==> src/rtl/fetch_unit.sv <==
// fetch_unit -- instruction-fetch front end of the 5-stage MIPS pipeline.
// Owns the PC, issues word reads to the icache and loads the FD latch.
// Ports:
//   CLK, RST           clock, asynchronous active-high reset
//   ihit, iload        icache response (valid strobe, instruction word)
//   iREN, iaddr        icache request (read enable, word address = PC)
//   FDen, FDflush      FD latch control from the hazard unit
//   halt               stop fetching until reset
//   branch_taken/target, jump_valid/target   PC redirects (single-cycle pulses)
//   fd_valid, fd_instr, fd_pc4               FD latch contents
module fetch_unit #(
   parameter logic [31:0] PC_INIT = 32'h0000_0000
) (
   input  logic        CLK,
   input  logic        RST,
   input  logic        ihit,
   input  logic [31:0] iload,
   output logic        iREN,
   output logic [31:0] iaddr,
   input  logic        FDen,
   input  logic        FDflush,
   input  logic        halt,
   input  logic        branch_taken,
   input  logic [31:0] branch_target,
   input  logic        jump_valid,
   input  logic [31:0] jump_target,
   output logic        fd_valid,
   output logic [31:0] fd_instr,
   output logic [31:0] fd_pc4
);

   typedef enum logic [1:0] {RUN = 2'd0, RWAIT = 2'd1, HALTED = 2'd2} state_t;

   state_t      r_state, w_state_nx;
   logic [31:0] r_pc, w_pc_nx;
   logic [31:0] r_pend, w_pend_nx;
   logic        r_fd_valid, w_fd_valid_nx;
   logic [31:0] r_fd_instr, w_fd_instr_nx;
   logic [31:0] r_fd_pc4, w_fd_pc4_nx;

   logic        w_redir;
   logic [31:0] w_tgt;
   logic [31:0] w_pc4;

   // Branch is the older instruction, so it wins over a same-cycle jump.
   assign w_redir = branch_taken | jump_valid;
   assign w_tgt   = (branch_taken ? branch_target : jump_target) & 32'hFFFF_FFFC;
   assign w_pc4   = r_pc + 32'd4;

   assign iREN  = (r_state != HALTED);
   assign iaddr = r_pc;

   assign fd_valid = r_fd_valid;
   assign fd_instr = r_fd_instr;
   assign fd_pc4   = r_fd_pc4;

   always_comb begin
      w_state_nx    = r_state;
      w_pc_nx       = r_pc;
      w_pend_nx     = r_pend;
      w_fd_valid_nx = r_fd_valid;
      w_fd_instr_nx = r_fd_instr;
      w_fd_pc4_nx   = r_fd_pc4;

      if (halt) begin
         w_state_nx    = HALTED;
         w_pend_nx     = 32'h0;
         w_fd_valid_nx = 1'b0;
         w_fd_instr_nx = 32'h0;
         w_fd_pc4_nx   = 32'h0;
      end else begin
         case (r_state)
            RUN: begin
               if (ihit) begin
                  if (w_redir) begin
                     // Word just fetched is wrong-path: drop it.
                     w_fd_valid_nx = 1'b0;
                     w_fd_instr_nx = 32'h0;
                     w_fd_pc4_nx   = 32'h0;
                     w_pc_nx       = w_tgt;
                  end else if (FDen) begin
                     w_fd_valid_nx = 1'b1;
                     w_fd_instr_nx = iload;
                     w_fd_pc4_nx   = w_pc4;
                     w_pc_nx       = w_pc4;
                  end
               end else if (w_redir) begin
                  // Keep iaddr stable until the in-flight read completes.
                  w_pend_nx  = w_tgt;
                  w_state_nx = RWAIT;
               end
            end
            RWAIT: begin
               if (ihit) begin
                  w_fd_valid_nx = 1'b0;
                  w_fd_instr_nx = 32'h0;
                  w_fd_pc4_nx   = 32'h0;
                  w_pc_nx       = w_redir ? w_tgt : r_pend;
                  w_state_nx    = RUN;
               end else if (w_redir) begin
                  w_pend_nx = w_tgt;
               end
            end
            default: ;  // HALTED: frozen until reset
         endcase
      end

      if (FDflush) begin
         w_fd_valid_nx = 1'b0;
         w_fd_instr_nx = 32'h0;
         w_fd_pc4_nx   = 32'h0;
      end
   end

   always_ff @(posedge CLK or posedge RST) begin
      if (RST) begin
         r_state    <= RUN;
         r_pc       <= PC_INIT;
         r_pend     <= 32'h0;
         r_fd_valid <= 1'b0;
         r_fd_instr <= 32'h0;
         r_fd_pc4   <= 32'h0;
      end else begin
         r_state    <= w_state_nx;
         r_pc       <= w_pc_nx;
         r_pend     <= w_pend_nx;
         r_fd_valid <= w_fd_valid_nx;
         r_fd_instr <= w_fd_instr_nx;
         r_fd_pc4   <= w_fd_pc4_nx;
      end
   end

endmodule

==> config.mk <==
export PLATFORM = sky130hd
export DESIGN_NAME = fetch_unit
export DESIGN_NICKNAME = d
export VERILOG_FILES = /design/src/rtl/fetch_unit.sv
export SDC_FILE = /design/constraint.sdc
export NUM_CORES = 1
export LEC_CHECK = 0
export BUFFER_PORTS_ARGS = -buffer_cell sky130_fd_sc_hd__buf_2
export CAP_MARGIN = 10
export CORE_MARGIN = 2
export CORE_UTILIZATION = 38
export CTS_CLUSTER_SIZE = 10
export DETAILED_ROUTE_END_ITERATION = 8
export PLACE_DENSITY = 0.73
export SLEW_MARGIN = 20
export SYNTH_ARGS = -nofsm -noshare
export SYNTH_HDL_FRONTEND = slang
export SYNTH_SLANG_ARGS = --single-unit
==> constraint.sdc <==
create_clock -name CLK -period 9.4 [get_ports CLK]
set_input_delay 0.47 -clock CLK [delete_from_list [all_inputs] [get_ports CLK]]
set_output_delay 0.47 -clock CLK [all_outputs]
set_load 0.02 [all_outputs]
Word-level counts from Yosys, hierarchy flattened

Index checks and enable logic that the tools add are counted.

Register bits after elaboration: 131
Output and inout bits: 98

$add $sub $neg: 1
Equality and inequality tests: 12
Mux-type cells: 34
Bitwise logic cells: 2
Reduce and logical (&&, ||, !) cells: 10

Operator list:

| operator                                                                | count |
|---|---|
| 32-bit two-way mux                                                      | 19 |
| 32-bit one-hot mux with 2 select lines                                  | 3 |
| 32-bit by 3-bit adder with 32-bit output, second input constant         | 1 |
| 3-bit inequality test, second input constant                            | 4 |
| 2-bit two-way mux                                                       | 4 |
| 4-bit inequality test, second input constant                            | 2 |
| 4-bit AND reduction                                                     | 2 |
| 1-bit two-way mux                                                       | 6 |
| 2-bit inequality test, second input constant                            | 3 |
| 5-bit inequality test, second input constant                            | 1 |
| 5-bit AND reduction                                                     | 1 |
| 2-bit one-hot mux with 2 select lines                                   | 1 |
| 2-bit nonzero test                                                      | 2 |
| 4-bit nonzero test                                                      | 1 |
| 3-bit nonzero test                                                      | 1 |
| 2-bit by 1-bit == test with 1-bit output, second input constant         | 1 |
| 2-bit logical NOT                                                       | 1 |
| 2-bit by 1-bit inequality test with 1-bit output, second input constant | 1 |
| 1-bit one-hot mux with 2 select lines                                   | 1 |
| 2-bit AND reduction                                                     | 1 |
| 2-bit OR reduction                                                      | 1 |
| 1-bit inverter                                                          | 1 |
| 1-bit bitwise OR                                                        | 1 |

Longest topological paths before layout

Gate-level depths: netlist of run 1.

Word-level depth: 7
Gate-level depth with buffers: 8

Worst setup path after synthesis of run 1

No wires, ideal clock.

Kind: reg-to-reg
Start point: register r_pc[3] (netlist: iaddr[3])
End point: register r_pc[18] (netlist: iaddr[18])
Setup time: 0.121 ns
Arrival time: 1.849 ns
Data required time: 9.279 ns
Slack: 7.430 ns
Stages on the path, launching flop included: 8
Path buffers: 1
Cell sequence: dfrtp_1 -> ha_1 -> nand2_1 -> nor4_2 -> buf_4 -> nand4_1 -> a21o_1 -> a22o_1

Cells in the longest elaborated chain, start to end: 5

RTL lines:

| element                                  | line | RTL |
|---|---|---|
| from (decl)                              | 35   | `logic [31:0] r_pc, w_pc_nx;` |
| from (signal assigned)                   | 125  | `r_pc <= w_pc_nx;` |
| 32-bit by 3-bit adder with 32-bit output | 48   | `assign w_pc4 = r_pc + 32'd4;` |
| 32-bit two-way mux                       | 81   | `end else if (FDen) begin` |
| 32-bit two-way mux                       | 75   | `if (w_redir) begin` |
| 32-bit two-way mux                       | 74   | `if (ihit) begin` |
| 32-bit one-hot mux with 2 select lines   | 72   | `case (r_state)` |

No other way between the ends. The select of a mux whose other input is x is not followed.
A chain may end at the register's enable or synchronous reset.

Worst setup path in the final report of run 1

Start point: input port branch_taken
End point: register r_pc[23] (netlist: iaddr[23])

Cells in the longest elaborated chain, start to end: 4

RTL lines:

| element                                                       | line   | RTL |
|---|---|---|
| from (decl)                                                   | 23     | `input logic branch_taken,` |
| 32-bit two-way mux / 1-bit bitwise OR (equally long branches) | 47, 46 |  |
| 32-bit two-way mux (on tied branches)                         | n/a    |  |
| 32-bit two-way mux (on tied branches)                         | 94, 74 |  |
| 32-bit one-hot mux with 2 select lines                        | 72     |  |

Several ways; a longest one is shown, not always the timed one. The select of a mux whose other input is x is not followed.

==> results of run 1 <==
-- final timing paths --
kind	from	end	slack (ns)	depth (start not counted)
min in group CLK	iload[6]	fd_instr[6]$_DFFE_PP0P_	0.27	2
setup reg to reg	iaddr[2]$_DFFE_PP0P_	iaddr[26]$_DFFE_PP0P_	6.83	6
hold / removal	RST	fd_pc4[26]$_DFFE_PP0P_	0.19	2
max in group asynchronous	RST	fd_pc4[5]$_DFFE_PP0P_	8.07	3
setup / recovery	branch_taken	iaddr[23]$_DFFE_PP0P_	6.77	8
hold reg to reg	fd_pc4[31]$_DFFE_PP0P_	fd_pc4[31]$_DFFE_PP0P_	0.47	2
-- power breakdown --
| part | internal [mW] | switching (mW) | leakage, nW |
|---|---|---|---|
| Combinational | 0.0626 | 0.101 | 2.08 |
| Sequential | 0.578 | 0.0256 | 1.76 |
| Clock | 0.437 | 0.240 | 0.289 |
-- kinds of logic (layout without fill, tap and decap cells) --
| family | count (synthesis) | after routing |
|---|---|---|
| AOI/OAI and AO/OA | 216 | 216 |
| and+or+nand+nor | 192 | 192 |
| DFF | 131 | 131 |
| buffers and inverters | 62 | 251 |
| muxes | 29 | 29 |
| xor gates and xnor gates | 26 | 26 |
| adders and majority gates | 1 | 1 |
-- final cells by class --
| cell class | instances | area share [%] |
|---|---|---|
| multi-input cells | 464 | 36.3 |
| repair buffers | 205 | 12.7 |
| well taps | 220 | 3.33 |
| clock buffers | 23 | 5.78 |
| clock inverters | 9 | 1.54 |
| inverters | 14 | 0.696 |
| flip-flops and latches | 131 | 39.7 |
-- cell usage after synthesis (2+ instances only) --
cell type	count	area, um2
a22oi_1	10	75.1
nand4_2	3	37.5
a22o_1	42	368
xnor2_1	22	193
nor2_1	38	143
mux2i_1	28	280
a21o_1	2	15.0
nor3_1	8	40.0
nand3_1	16	80.1
inv_1	14	52.6
dfrtp_1	131	3280
a21boi_0	10	75.1
nand4b_1	2	17.5
a21oi_1	19	95.1
and2_1	7	43.8
or3_1	2	12.5
o21ai_0	65	325
nand4_1	6	37.5
buf_4	2	15.0
clkbuf_1	28	105
nand2b_1	3	18.8
o32a_1	3	30.0
a221o_1	3	30.0
nor4_4	2	42.5
buf_2	12	60.1
buf_1	6	22.5
a31oi_1	3	18.8
a221oi_1	8	70.1
o2bb2ai_1	4	35.0
nand2_1	84	315
and3_1	8	50.1
xor2_1	4	35.0
nor3_2	2	20.0
o22ai_1	11	68.8
o21ai_1	12	60.1
o31a_1	6	52.6
o31ai_1	2	15.0
a222oi_1	9	90.1
-- stage by stage --
step	cells	cell area (um2)
floorplan	657	6510
global placement	1034	7640
finish	1066	8260
global route	1066	8260
detailed placement	1034	7640
CTS	1066	8250
-- routing by layer --
layer  track usage [%]  vias up  routed length [um]
met2              30.7      261                8290
met5                 0        -                   0
li1                  -     2769                   -
met4              5.09        0                 218
met3              5.71       20                1600
met1              30.4     2729                8610
-- sequential cells by signal, indices dropped and copies added, names as in the netlist --
name      count
fd_pc4       32
iaddr        32
fd_instr     32
r_state       2
fd_valid      1
r_pend       32
-- critical path: stages --
cell and delay, ns:
buf_2 0.07, buf_4 0.60, nor2_2 0.31, a21oi_1 0.48, nand2_1 0.10, buf_4 0.30, or4_1 0.54, nand3_1 0.09
==> results.cfg, run 1 <==
[status]
status = finished clean

[timing]
hold_viol_final = 0
slew_headroom_pct = 31.6
layout_min_cycle_time_ns = 2.63
drv_slew = 0
max_freq_mhz = 380
tightest_slew_ns = 1.02
setup_tns_ns = 0
whs_ns = 0.194
rsz0062_at_grt = no
fin_crit_sh_pct = 28.0
setup_slack_ns = 6.77
setup_violations = 0
worst_clock_skew_ns = 0.00935

[placement]
gp_congestion = 0.838
io_buffers = 197
dpl_worst_slack_ns = 6.35
dpl.hpwl_um = 13200

[critical_path]
worst-setup-path-type = input port to flop
cp.required_ns = 9.75
start_kind = input port
endpoint_kind = flop
arrival_ns = 2.99
crit_fanout = 65

[routing]
drt_iter0_markers = 383
drcViolationCount = 0
viasPerCell = 5.42
drtAntennaViolNets = 0
vias = 5779
routed_wl_um = 18700
drtPass1Iterations = 5
wire_per_inst_um = 17.6

[cts]
cts_inserted_buffers = 17
clockBufferDepth = 2
postCtsSetupRepairBufs = 0
cts_resized = 0
cts-root-buf = clkbuf_16
cts_tree = built
cts_max_level = 4
clk_latency_ns = 0.42
hold_buffers = 0
cts_num_sinks = 131
clk_pin_slew_worst_paths_ns = 0.06

[floorplan]
io_pins = 202
row_count = 47
die_height_um = 135
core_area_um2 = 16600
die_w_um = 135
floorplan.die_area_um2 = 18200
start_util_pct = 39.1

[cells_and_area]
antennaDiodeCount = 0
final_common_cell = buf_2
drive_above_1_share_pct = 29.6
fillCellCount = 1573
nets = 938
seq_area_um2 = 3280
multi_input_area_um2 = 3000
final_cell_mix = buf_2 (197), dfrtp_1 (131), nand2_1 (84), o21ai_0 (65), a22o_1 (42)
area_delta_synth_final_pct = 26.9
fin_util_pct = 49.7

[yosys]
yosys.area_share.simple_pct = 14.7
synth_compound_area_share_pct = 22.8
synth_top_family_by_area = compound AO/OA/AOI/OAI gates
synth.distinct_cells = 58
synth-edff-count = 0
syn_inst = 657
synth_fp_nets = 762
yosysWarnings = 0
synth-xor-area-share_pct = 3.50
seq_area_frac_synth_pct = 50.3
muxShareOfSynthArea_pct = 4.48
syn_area_um2 = 6510
ys_ff_latch = 131
syn-mean-instance-area_um2 = 9.91
ys_async_sr_fraction_pct = 100
ys.flop_type = dfrtp_1
synth_fa_ha_area_share_pct = 0.192

[min_path]
hp-class = input port to async pin

[global_routing]
antenna_found_initial = 0
grt_use_total_pct = 20.8
grt_pass1_wl_um = 29600
gr-total-overflow = 0
grt_max_degree = 81
grt_pass1_vias = 5424

[flow_run]
max_cap_violations = 0

[power_and_ir_drop]
cellLeakagePower_nw = 4.13
ir_worst_vdd_mv = 0.132
total_power_mw = 1.44
p_per_area_nw_per_um2 = 175
Note: power is estimated with default switching activity, not from simulation.
==> run 2, diff against run 1 <==
Clock period 9.4 ns to 2.45 ns, I/O delays scaled along.
==> results.cfg, run 2 (same netlist as run 1, synthesis figures left out) <==
[cells_and_area]
fillCellCount = 1486
nets = 990
antennaDiodeCount = 0
multi_input_area_um2 = 2990
area_delta_synth_final_pct = 34.7
final_common_cell = buf_2
seq_area_um2 = 3280
drive_above_1_share_pct = 29.9
finalNonFillerCells = 1117
final_cell_mix = buf_2 (197), dfrtp_1 (131), nand2_1 (84), o21ai_0 (65), a22o_1 (42)

[min_path]
hp-class = input port to flop
min_path_cells = 3
holdPathEnd = r_pend[8]$_DFFE_PP0P_
worstHoldStart = jump_target[8]

[critical_path]
cp.required_ns = 2.75
endpoint_kind = flop
reg2reg_from = r_state[1]$_DFFE_PP0P_
path_delay_family = buffers and inverters
arrival_ns = 2.50
crit_fanout = 34
r2r_setup_slack_ns = 0.25
worst_path_max_delay_cell = dlygate4sd3_1
worst-setup-path-type = flop to flop
start_kind = flop
cp-startpoint = r_state[1]$_DFFE_PP0P_
critical_path.cell_chain = nand2b_1 -> buf_4 -> nand2_1 -> buf_4 -> nor2_1 -> mux2i_1 -> nor3_1 -> dlygate4sd3_1
crit_buf_inv = 3
reg2reg_to = fd_pc4[4]$_DFFE_PP0P_
rr_worst_depth = 8
critPathMaxStageDelay_ns = 0.55
cp_common_cell = buf_4

[cts]
clk_pin_slew_worst_paths_ns = 0.06
cts_inserted_buffers = 17
cts_num_sinks = 131
clk_latency_ns = 0.41
cts-root-buf = clkbuf_16
cts_tree = built
clockBufferDepth = 2
cts_max_level = 4

[routing]
drcViolationCount = 0
drtAntennaViolNets = 0
vias = 6043
drt_iter0_markers = 524
routed_wl_um = 19600
viasPerCell = 5.41
drtPass1Iterations = 7
wire_per_inst_um = 17.5

[timing]
setup_violations = 0
drv_slew = 0
fin_crit_sh_pct = 89.9
tightest_slew_ns = 0.738
max_freq_mhz = 454
slew_headroom_pct = 50.7
layout_min_cycle_time_ns = 2.20
hold_viol_final = 0
rsz0062_at_grt = no
worst_clock_skew_ns = 0.00946
setup_tns_ns = 0

[floorplan]
die_w_um = 135
core_area_um2 = 16600
row_count = 47
start_util_pct = 39.1
die_height_um = 135
floorplan.die_area_um2 = 18200
io_pins = 202

[global_routing]
antenna_found_initial = 0
gr-total-overflow = 0
grt_pass1_vias = 5665
grt_use_total_pct = 21.7
grt_pass1_wl_um = 31000
grt_max_degree = 65

[placement]
dpl.cell_count = 1051
gp_congestion = 0.893
dpl.hpwl_um = 13900
io_buffers = 197

[flow_run]
max_cap_violations = 0

[power_and_ir_drop]
ir_worst_vdd_mv = 0.483
cellLeakagePower_nw = 4.37
p_per_area_nw_per_um2 = 641

[status]
status = finished clean
-- run 2: changes by cell type in the layout (fill, tap and decap cells not counted), sizes merged --
cell and delta:
buf +17, dlygate4sd3 +35, clkinv +2, inv -1, clkbuf -2
-- run 2: worst max-delay path by stage --
| stage | end | slack (ns) | cells after the start |
|---|---|---|---|
| after floorplan | iaddr[18]$_DFFE_PP0P_ | 0.48 | 7 |
| after global placement | iaddr[26]$_DFFE_PP0P_ | 0.44 | 7 |
| after detailed placement | iaddr[25]$_DFFE_PP0P_ | 0.39 | 5 |
| after CTS | fd_pc4[4]$_DFFE_PP0P_ | 0.25 | 8 |
| after global routing | fd_pc4[4]$_DFFE_PP0P_ | 0.06 | 8 |
| final | fd_pc4[4]$_DFFE_PP0P_ | 0.25 | 8 |
-- run 2: what timing repair did --
action / in CTS / in global routing
endpoints found under the hold margin: 63 / 0
hold buffers: 35 / 0
gates resized for setup: 0 / 0
buffers inserted: 0 / 0
-- run 2: metal layers --
| metal | vias up | GRT usage [%] | part of all wire, % |
|---|---|---|---|
| li1 | 2865 | - | - |
| met1 | 2893 | 31.3 | 46 |
| met2 | 262 | 32.5 | 45 |
| met3 | 23 | 5.44 | 7.6 |
| met4 | 0 | 5.85 | 1.6 |
| met5 | - | 0 | 0 |
-- run 2: area by class of cell --
class | count | share of cell area [%]
timing repair buffer | 257 | 17.8
clock buffer | 21 | 5.48
inverter | 14 | 0.642
tap | 220 | 3.14
multi-input combinational | 464 | 34.1
sequential | 131 | 37.4
clock inverter | 10 | 1.48
-- run 2: stage by stage --
| step | utilization, % | cell area [um2] | total power [mW] | hold WS, ns | worst slack [ns] |
|---|---|---|---|---|---|
| finish | 52.7 | 8770 | 5.62 | 0.0172 | 0.246 |
| global route | 52.7 | 8770 | 5.84 | 0.0258 | 0.0631 |
| CTS | 52.7 | 8770 | 5.66 | 0.00459 | 0.250 |
| detailed placement | 46.9 | 7810 | 3.00 | 0.275 | 0.391 |
| global placement | 46.9 | 7810 | 3.00 | 0.275 | 0.436 |
| floorplan | - | 6520 | 2.72 | 0.193 | 0.480 |
-- run 2: where the power goes --
| part | switching [mW] | leakage, nW | total [mW] | internal [mW] |
|---|---|---|---|---|
| Clock | 0.906 | 0.300 | 2.60 | 1.69 |
| Sequential | 0.0807 | 1.76 | 2.30 | 2.22 |
| Combinational | 0.426 | 2.30 | 0.725 | 0.299 |
| Total | 1.41 | 4.37 | 5.62 | 4.21 |
-- run 2: worst reg2reg max path, delay by kind of cell (launching register included) --
family	cells	cell delay (ns)
buffers and inverters	3	1.07
DFF	1	0.44
muxes	1	0.16
and+or+nand+nor	4	0.41
